## config.mk

```make
export PLATFORM = sky130hd
export DESIGN_NAME = wb_port_arbiter
export DESIGN_NICKNAME = d
export VERILOG_FILES = /design/src/rtl/wb_port_arbiter_pkg.sv /design/src/rtl/wb_skid_buf.sv /design/src/rtl/wb_port_arbiter.sv
export SDC_FILE = /design/constraint.sdc
export NUM_CORES = 1
export LEC_CHECK = 0
export ABC_CLOCK_PERIOD_IN_PS = 2300
export CAP_MARGIN = 20
export CORE_MARGIN = 8
export CORE_UTILIZATION = 40
export CTS_BUF_LIST = sky130_fd_sc_hd__clkbuf_4
export DETAILED_ROUTE_END_ITERATION = 7
export GPL_TIMING_DRIVEN = 0
export PLACE_DENSITY = 0.79
export SYNTH_ARGS = -nofsm -noshare
export SYNTH_HDL_FRONTEND = slang
export SYNTH_SLANG_ARGS = --single-unit
```

## constraint.sdc

```tcl
create_clock -name clk -period 2.3 [get_ports clk]
set_input_delay 0.23 -clock clk [delete_from_list [all_inputs] [get_ports clk]]
set_output_delay 0.23 -clock clk [all_outputs]
set_load 0.03 [all_outputs]
```

## src/rtl/wb_port_arbiter_pkg.sv

```systemverilog
// Shared types and constants for the register-file write-port arbiter.
// Holds the arbiter FSM state encoding and the common register-bus definitions.
package wb_port_arbiter_pkg;

  localparam int unsigned REG_ADDR_W = 5;
  localparam int unsigned REG_DATA_W = 32;

  typedef logic [REG_ADDR_W-1:0] reg_addr_t;
  typedef logic [REG_DATA_W-1:0] reg_data_t;

  localparam reg_addr_t NOP_REG_ADDR = '0;
  localparam reg_data_t ZERO_WORD    = '0;
  localparam logic      ENABLED      = 1'b1;
  localparam logic      DISABLED     = 1'b0;

  typedef enum logic [1:0] {
    WB_ARB_IDLE  = 2'd0,
    WB_ARB_WAIT  = 2'd1,
    WB_ARB_FORCE = 2'd2
  } wb_arb_state_e;

endpackage

```

## src/rtl/wb_skid_buf.sv

```systemverilog
// One-entry valid/ready holding buffer for long-latency results.
// Loads only when empty; clears on grant or when a younger write hits the same rd.
module wb_skid_buf
  import wb_port_arbiter_pkg::*;
#(
  parameter int unsigned ADDR_W = 5,
  parameter int unsigned DATA_W = 32
) (
  input  logic              clk,
  input  logic              rst,
  input  logic              i_load,
  input  logic [ADDR_W-1:0] i_rd,
  input  logic [DATA_W-1:0] i_data,
  input  logic              i_clear,
  input  logic              i_drop,
  input  logic [ADDR_W-1:0] i_drop_rd,
  output logic              o_valid,
  output logic [ADDR_W-1:0] o_rd,
  output logic [DATA_W-1:0] o_data
);

  logic              r_valid;
  logic [ADDR_W-1:0] r_rd;
  logic [DATA_W-1:0] r_data;
  logic              w_drop_hit;

  assign w_drop_hit = i_drop & (i_drop_rd == r_rd);

  always_ff @(posedge clk) begin
    if (rst) begin
      r_valid <= DISABLED;
      r_rd    <= '0;
      r_data  <= '0;
    end else if (i_load & ~r_valid) begin
      r_valid <= ENABLED;
      r_rd    <= i_rd;
      r_data  <= i_data;
    end else if (i_clear | w_drop_hit) begin
      r_valid <= DISABLED;
    end
  end

  assign o_valid = r_valid;
  assign o_rd    = r_rd;
  assign o_data  = r_data;

endmodule

```

## src/rtl/wb_port_arbiter.sv

```systemverilog
// Shares the regfile write port between MEM/WB writeback (priority) and a buffered
// long-latency result, forcing a one-cycle stall when the buffer starves. Optional: WB_ARB_PERF_EN.
module wb_port_arbiter
  import wb_port_arbiter_pkg::*;
#(
  parameter int unsigned DATA_W   = 32,
  parameter int unsigned ADDR_W   = 5,
  parameter int unsigned MAX_WAIT = 4,
  parameter int unsigned CNT_W    = 3
) (
  input  logic              clk,
  input  logic              rst,
  input  logic [ADDR_W-1:0] wb_rd,
  input  logic              wb_regwe,
  input  logic [DATA_W-1:0] wb_wdata,
  input  logic              lu_valid,
  input  logic [ADDR_W-1:0] lu_rd,
  input  logic [DATA_W-1:0] lu_wdata,
  output logic              lu_ready,
  output logic              reg_we_o,
  output logic [ADDR_W-1:0] reg_waddr_o,
  output logic [DATA_W-1:0] reg_wdata_o,
  output logic              stall_o,
  output logic              busy_o,
  output logic [31:0]       perf_stall_cnt_o
);

  localparam logic [CNT_W-1:0] LAST_CNT = CNT_W'(MAX_WAIT - 1);

  wb_arb_state_e     r_state;
  logic [CNT_W-1:0]  r_cnt;
  logic              r_we;
  logic [ADDR_W-1:0] r_waddr;
  logic [DATA_W-1:0] r_wdata;
  logic              r_stall;

  logic              w_pw;
  logic              w_load;
  logic              w_grant_pipe;
  logic              w_grant_buf;
  logic              w_in_wait;
  logic              w_waw;
  logic              w_buf_valid;
  logic [ADDR_W-1:0] w_buf_rd;
  logic [DATA_W-1:0] w_buf_data;

  assign w_pw      = wb_regwe & (wb_rd != '0);
  // rd==0 accepts are consumed here but never stored
  assign w_load    = lu_valid & ~w_buf_valid & (lu_rd != '0);
  assign w_in_wait = (r_state == WB_ARB_WAIT);
  assign w_waw     = w_in_wait & w_pw & (wb_rd == w_buf_rd);

  always_comb begin
    w_grant_pipe = 1'b0;
    w_grant_buf  = 1'b0;
    case (r_state)
      WB_ARB_IDLE:  w_grant_pipe = w_pw;
      WB_ARB_WAIT: begin
        w_grant_pipe = w_pw;
        w_grant_buf  = ~w_pw;
      end
      WB_ARB_FORCE: w_grant_buf = 1'b1;
      default: ;
    endcase
  end

  wb_skid_buf #(
    .ADDR_W(ADDR_W),
    .DATA_W(DATA_W)
  ) u_buf (
    .clk      (clk),
    .rst      (rst),
    .i_load   (w_load),
    .i_rd     (lu_rd),
    .i_data   (lu_wdata),
    .i_clear  (w_grant_buf),
    .i_drop   (w_in_wait & w_grant_pipe),
    .i_drop_rd(wb_rd),
    .o_valid  (w_buf_valid),
    .o_rd     (w_buf_rd),
    .o_data   (w_buf_data)
  );

  always_ff @(posedge clk) begin
    if (rst) begin
      r_state <= WB_ARB_IDLE;
      r_cnt   <= '0;
      r_we    <= DISABLED;
      r_waddr <= '0;
      r_wdata <= '0;
      r_stall <= DISABLED;
    end else begin
      r_we    <= w_grant_pipe | w_grant_buf;
      r_stall <= DISABLED;
      if (w_grant_pipe) begin
        r_waddr <= wb_rd;
        r_wdata <= wb_wdata;
      end else if (w_grant_buf) begin
        r_waddr <= w_buf_rd;
        r_wdata <= w_buf_data;
      end
      case (r_state)
        WB_ARB_IDLE: begin
          if (w_load) begin
            r_state <= WB_ARB_WAIT;
            r_cnt   <= '0;
          end
        end
        WB_ARB_WAIT: begin
          if (w_waw || !w_pw) begin
            r_state <= WB_ARB_IDLE;
            r_cnt   <= '0;
          end else if (r_cnt == LAST_CNT) begin
            r_state <= WB_ARB_FORCE;
            r_stall <= ENABLED;
          end else begin
            r_cnt <= r_cnt + 1'b1;
          end
        end
        WB_ARB_FORCE: begin
          r_state <= WB_ARB_IDLE;
          r_cnt   <= '0;
        end
        default: begin
          r_state <= WB_ARB_IDLE;
          r_cnt   <= '0;
        end
      endcase
    end
  end

  assign lu_ready    = ~w_buf_valid;
  assign busy_o      = w_buf_valid;
  assign reg_we_o    = r_we;
  assign reg_waddr_o = r_waddr;
  assign reg_wdata_o = r_wdata;
  assign stall_o     = r_stall;

`ifdef WB_ARB_PERF_EN
  logic [31:0] r_perf;

  always_ff @(posedge clk) begin
    if (rst) begin
      r_perf <= '0;
    end else if ((r_state == WB_ARB_FORCE) && (r_perf != '1)) begin
      r_perf <= r_perf + 32'd1;
    end
  end

  assign perf_stall_cnt_o = r_perf;
`else
  assign perf_stall_cnt_o = '0;
`endif

endmodule

```

==> impl_metrics.tcl <==
set metrics [dict create \
    antenna_found_initial 0 \
    period_needed_ns 2.10 \
    synthCells 461 \
    vias_per_cell 4.93 \
    crit_chain "inv_1, ha_1, nor2b_1, o21a_1, nor2_1, clkbuf_1, nand2_1, a311oi_1" \
    io_pins 151 \
    cts_hold_buffers 0 \
    dr.first_iter.drc_count 182 \
    grt_max_degree 20 \
    io_buffers 118 \
    track_usage_pct 17.4 \
    n_antenna_cell 0 \
    dp_hpwl_mm 8.53 \
    yosys-top-cells-area "dfxtp_1, nand2_1, a311oi_1" \
    reg2regPathDepth 8 \
    seq_power_share_pct 43.9 \
    critPathTopFamily "buffers and inverters" \
    yosys_warnings 0 \
    synth_edf_count 0 \
    critical_path_class "reg -> reg" \
    clock_path_buffers 2 \
    power.switching_mw 1.05 \
    final.setup_skew_ns 0.0133 \
    final_cells 733 \
    status "complete, no violations" \
    finalSetupViolCount 0 \
    crit_path_max_incr_delay_ns 0.46 \
    drcViolationCount 0 \
    finalPower_mw 3.62 \
    path_max_fanout 10 \
    cap_violations 0 \
    areaGrowthSynthToFinish_pct 45.0 \
    worstMarginPinSlew_ns 0.554 \
    yosys_register_bits 82 \
    grt_overflow 0 \
    nNetsFinal 703 \
    fp-row-count 34 \
    slowest_stage "clkbuf_1" \
    synth_area_um2 3630 \
    cts_tree "built" \
    swShare_pct 28.9 \
    cp_num_cells 8 \
    finalHoldViolCount 0 \
    place_congestion 0.798 \
    ir_drop_v 0.000382 \
    start_kind "register" \
    crit_required_ns 2.63 \
    coreArea_um2 8760 \
    die_h_um 111 \
    ctsHtreeMaxLevel 3 \
    clock.fmax_ghz 0.475 \
    fillers 821 \
    wl_per_cell_um 15.2 \
    arrival_ns 2.43 \
    routed_wl_mm 11.2 \
    comb_power_share_pct 23.9 \
    grt_pass1_vias 3700 \
    vias 3613 \
    pwr-share-clk_pct 32.1 \
    die_w_um 111 \
    firstDrtPassIters 4 \
    hold_path_depth 3 \
    layout-drive-gt1-share_pct 10.7 \
    finalCritPeriodShare_pct 91.5 \
    power_leakage_nw 2.07 \
    cts-buffers-inserted 9 \
    grt_pass1_wl_mm 17.9 \
    ys_types 31 \
    cp-end-kind "register" \
    mostFrequentLayoutCells "nand2_1, clkdlybuf4s50_1, dfxtp_1" \
    regArea_um2 1640 \
    synthArstFlopShare_pct 0 \
    relSlewSlack_pct 63.0 \
    multiInputGateArea_um2 1680 \
    start_util_pct 41.4 \
    hp-class "in -> reg" \
    clk_latency_ns 0.42 \
    power_density_nw_per_um2 689 \
    layout_commonest_cell "nand2_1" \
    netlist.area_leader.share_pct 45.2 \
    dieArea_um2 12400 \
    ys_seq_area_share_pct 45.2 \
    slew_violations 0 \
    ys.flop_type "dfxtp_1" \
    rsz0062_at_grt "no" \
    cts_setup_buffers 0 \
    dp.cells 718 \
    clk_pin_slew_ns 0.14 \
    avgSynthCellArea_um2 7.87 \
    ant_nets 0 \
    p_int_mw 2.58 \
    yosysTopAreaCell "dfxtp_1" \
    root_buffer "clkbuf_4" \
    critPathBufInv 2 \
    cts_sinks 82 \
]
[path summary, 6_finish.rpt]
check,from,end,slack (ns)
min reg2reg,u_buf.o_data[28]$_SDFFE_PP0P_,u_buf.o_data[28]$_SDFFE_PP0P_,0.46
max,r_state[1]$_SDFFE_PP0P_,reg_wdata_o[30]$_SDFFE_PP0P_,0.20
min,lu_wdata[29],u_buf.o_data[29]$_SDFFE_PP0P_,0.34
max reg2reg,r_state[1]$_SDFFE_PP0P_,reg_wdata_o[30]$_SDFFE_PP0P_,0.20
[power groups by stage]
stage / Combinational, mW / Clock (mW) / Sequential, mW
4_1_cts: 0.868 / 1.18 / 1.59
5_1_grt: 0.933 / 1.25 / 1.61
6_report: 0.868 / 1.16 / 1.59
2_1_floorplan: 0.375 / 0 / 1.74
3_5_place_dp: 0.865 / 0 / 1.62
3_3_place_gp: 0.850 / 0 / 1.62
[worst min-delay path, cell delays in order]
cell and delay (ns):
clkdlybuf4s50_1 0.40, nand2_1 0.05, a21oi_1 0.05
[cell families (layout without fill, tap and decap cells)]
logic type               count (synthesis)  after routing  synth area share [%]
AO/OA/AOI/OAI                           93             93                  17.9
XOR/XNOR                                 5              5                  1.21
AND/OR/NAND/NOR                        204            204                  22.2
adder cells (fa/ha/maj)                  5              5                  1.72
flip-flops                              82             82                  45.2
buffers and inverters                   71            204                  11.7
other                                    1             32                 0.103
[layer usage]
metal | GRT usage (%) | part of all wire, % | vias to the layer above
met1 | 20.2 | 42 | 1652
met3 | 4.87 | 7.6 | 20
met4 | 8.36 | 2.1 | 0
li1 | - | - | 1803
met2 | 29.0 | 48 | 138
met5 | 0 | 0 | -
[metrics by stage]
step	util [%]	hold slack [ns]	TNS (ns)	area, µm²	worst slack (ns)
final	60.1	0.339	0	5260	0.196
after CTS	60.1	0.315	0	5260	0.205
after floorplan	-	0.366	0	3750	0.425
after global placement	57.8	0.443	-1.48	5060	-0.0988
after global routing	60.1	0.329	0	5260	0.0244
after detailed placement	57.8	0.448	-2.07	5060	-0.104
[cell usage after synthesis, types with 2 or more instances]
cell type / count
nand2_1: 148
dfxtp_1: 82
nor2_1: 43
a21oi_1: 42
a311oi_1: 37
buf_4: 33
clkbuf_1: 19
buf_2: 8
inv_1: 6
ha_1: 5
xor2_1: 5
a22oi_1: 3
buf_6: 3
or2_2: 3
buf_1: 2
nand2b_1: 2
nor2b_1: 2
nor3_1: 2
o211ai_1: 2
o21a_1: 2
o32ai_1: 2
[area by class of cell]
class,instances,share of cell area (%)
Timing Repair Buffer,118,22.4
Buffer,64,7.56
Tap cell,108,2.57
Multi-Input combinational cell,339,31.9
Clock buffer,10,1.43
Sequential cell,82,31.2
Clock inverter,6,2.45
Inverter,6,0.428
[state kept, by name, summed over array words and instances (netlist names)]
register / cells
r_cnt: 3
r_state: 2
reg_waddr_o: 5
reg_we_o: 1
u_buf.o_valid: 1
u_buf.o_data: 32
u_buf.o_rd: 5
reg_wdata_o: 32
stall_o: 1
[what timing repair did]
action / in CTS / in global routing
gates resized for setup: 0 / 2
setup endpoints to repair: 10 / 1
gates cloned: 0 / 0
(Power assumes the default switching activity.)
==> RTL edit, RTL diff (same flow settings) <==
Build with the macro `WB_ARB_PERF_EN` defined.
--- a/src/rtl/wb_port_arbiter.sv
+++ b/src/rtl/wb_port_arbiter.sv
@@ -1,5 +1,7 @@
 // Shares the regfile write port between MEM/WB writeback (priority) and a buffered
 // long-latency result, forcing a one-cycle stall when the buffer starves. Optional: WB_ARB_PERF_EN.
+`define WB_ARB_PERF_EN
+
 module wb_port_arbiter
   import wb_port_arbiter_pkg::*;
 #(
Check against the original RTL: not equivalent (a bounded check fails within 10 cycles, from zero or initial values and one cycle with rst high).
==> RTL edit against the unedited design <==
Synthesized area is 39% higher; wire length up 42%; highest routed layer is now met5; synthesized cell count up 36%; setup slack got worse by 0.092 ns; first-iteration DRC count increased by 71%; sequential cell count rose by 32; power grew 20%; combinational power fell by 9.8%; cell area rose by 34%; sequential power up 35%; clock skew grew 0.0056 ns; count of clock-buffer cells in the layout grew 10.
==> RTL edit: results (changes against the unedited design) <==
- Hold_ws: 0.233 ns (was 0.339 ns)
- Clock-pin slew of the registers on the worst-case setup and hold paths: 0.11 ns (was 0.14 ns)
- Placer Congestion: 0.839 (was 0.798)
- Initial antenna violation count: 1 (was 0)
- Dpl ws: -0.390 ns (was -0.104 ns)
- FF-to-FF Start: perf_stall_cnt_o[17] (was r_state[1])
- Avg WL per Cell: 16.2 um (was 15.2 um)
- Iter 0 DRT Violations: 312 (was 182)
- H-tree depth: 4 (was 3)
- Leakage: 0.00246 uW (was 0.00207 uW)
- GRT Util Overall: 0.194 (was 0.174)
- Vias in the first global route: 5,025 (was 3,700)
- DR vias: 5,176 (was 3,613)
- Cell variety after synth: 50 (was 31)
- Slew HR: 0.564 (was 0.630)
- Worst VDD drop: 0.432 mV (was 0.382 mV)
- Net Sw Frac: 0.291 (was 0.289)
- HP Start: lu_wdata[9] (was lu_wdata[29])
- CP max-delay cell: dfxtp_1 (was clkbuf_1)
- Crit path largest cell delay: 0.44 ns (was 0.46 ns)
- Worst-Skew Late Latency: 0.53 ns (was 0.42 ns)
- Clock skew: 0.0189 ns (was 0.0133 ns)
- Fin worst setup slack: 0.104 ns (was 0.196 ns)
- Top layer reached by signal wires: met5 (was met4)
- Nets: 880 (was 703)
- Metal2 WL: 7350 um (was 5360 um)
- DRT Pass-1 Iters: 5 (was 4)
- CP delay by family, top: simple AND/OR/NAND/NOR gates (was buffers and inverters)
- Dpl hpwl: 12,000 um (was 8530 um)
- CTS buffer count: 17 (was 9)
- Sequential cell area fraction in the yosys report: 0.453 (was 0.452)
- Status: complete, no violations (unchanged)
- Synth area leaders: dfxtp_1 45%, nand2_1 12%, a311oi_1 6.4% (was dfxtp_1 45%, nand2_1 15%, a311oi_1 8.9%)
- Placed standard-cell area: 0.00675 sq mm (was 0.00506 sq mm)
- Worst r2r dst: perf_stall_cnt_o[25] (was reg_wdata_o[30])
- Syn avg cell area: 8.03 sq um (was 7.87 sq um)
- Commonest cells post-synth: 158 x nand2_1, 114 x dfxtp_1, 59 x nor2_1 (was 148 x nand2_1, 82 x dfxtp_1, 43 x nor2_1)
==> RTL edit: logic make-up (layout without fill, tap and decap cells) <==
family / after synthesis / after routing / synth area share
and+or+nand+nor: 302 / 302 / 0.278
AOI/OAI and AO/OA: 130 / 130 / 0.170
xor gates and xnor gates: 13 / 13 / 0.0226
buffers and inverters: 56 / 238 / 0.0487
adders and majority gates: 6 / 6 / 0.0149
muxes: 6 / 6 / 0.0134
DFF: 114 / 114 / 0.453
==> RTL edit: per-layer routing <==
metal | up-vias | track usage
met5 | - | 0
met4 | 2 | 0.0874
met3 | 39 | 0.0770
met2 | 192 | 0.318
met1 | 2394 | 0.218
li1 | 2549 | -
==> RTL edit: stage by stage <==
step           setup TNS [ns]  total power, uW
2_1_floorplan               0             2590
3_3_place_gp            -9.72             2960
3_5_place_dp           -12.16             2980
4_1_cts                     0             4390
5_1_grt              -0.00745             4560
6_report                    0             4360
==> RTL edit: power groups by stage <==
stage / clock network [uW] / logic (uW) / registers, uW
2_1_floorplan: 0 / 272 / 2310
3_3_place_gp: 0 / 776 / 2190
3_5_place_dp: 0 / 785 / 2190
4_1_cts: 1450 / 787 / 2150
5_1_grt: 1560 / 845 / 2160
6_report: 1430 / 783 / 2150
==> RTL edit: tightest hold or removal path: stages <==
cell and delay, ns:
clkdlybuf4s50_1 0.39, nand2_1 0.05, a21oi_1 0.05
==> RTL edit: cell type report <==
type / instances / area [sq um]
plain buffers: 42 / 201
repair buffers: 152 / 1520
multi-input cells: 457 / 2550
well taps: 172 / 215
clock inverters: 12 / 116
fillers: 1155 / 5390
inverters: 12 / 45.0
flip-flops and latches: 114 / 2290
clock buffers: 20 / 150
==> RTL edit: repair_timing <==
action | 4_1_cts | 5_1_grt
buffers inserted | 0 | 2
endpoints found under the setup margin | 12 | 45
gates resized for setup | 4 | 13
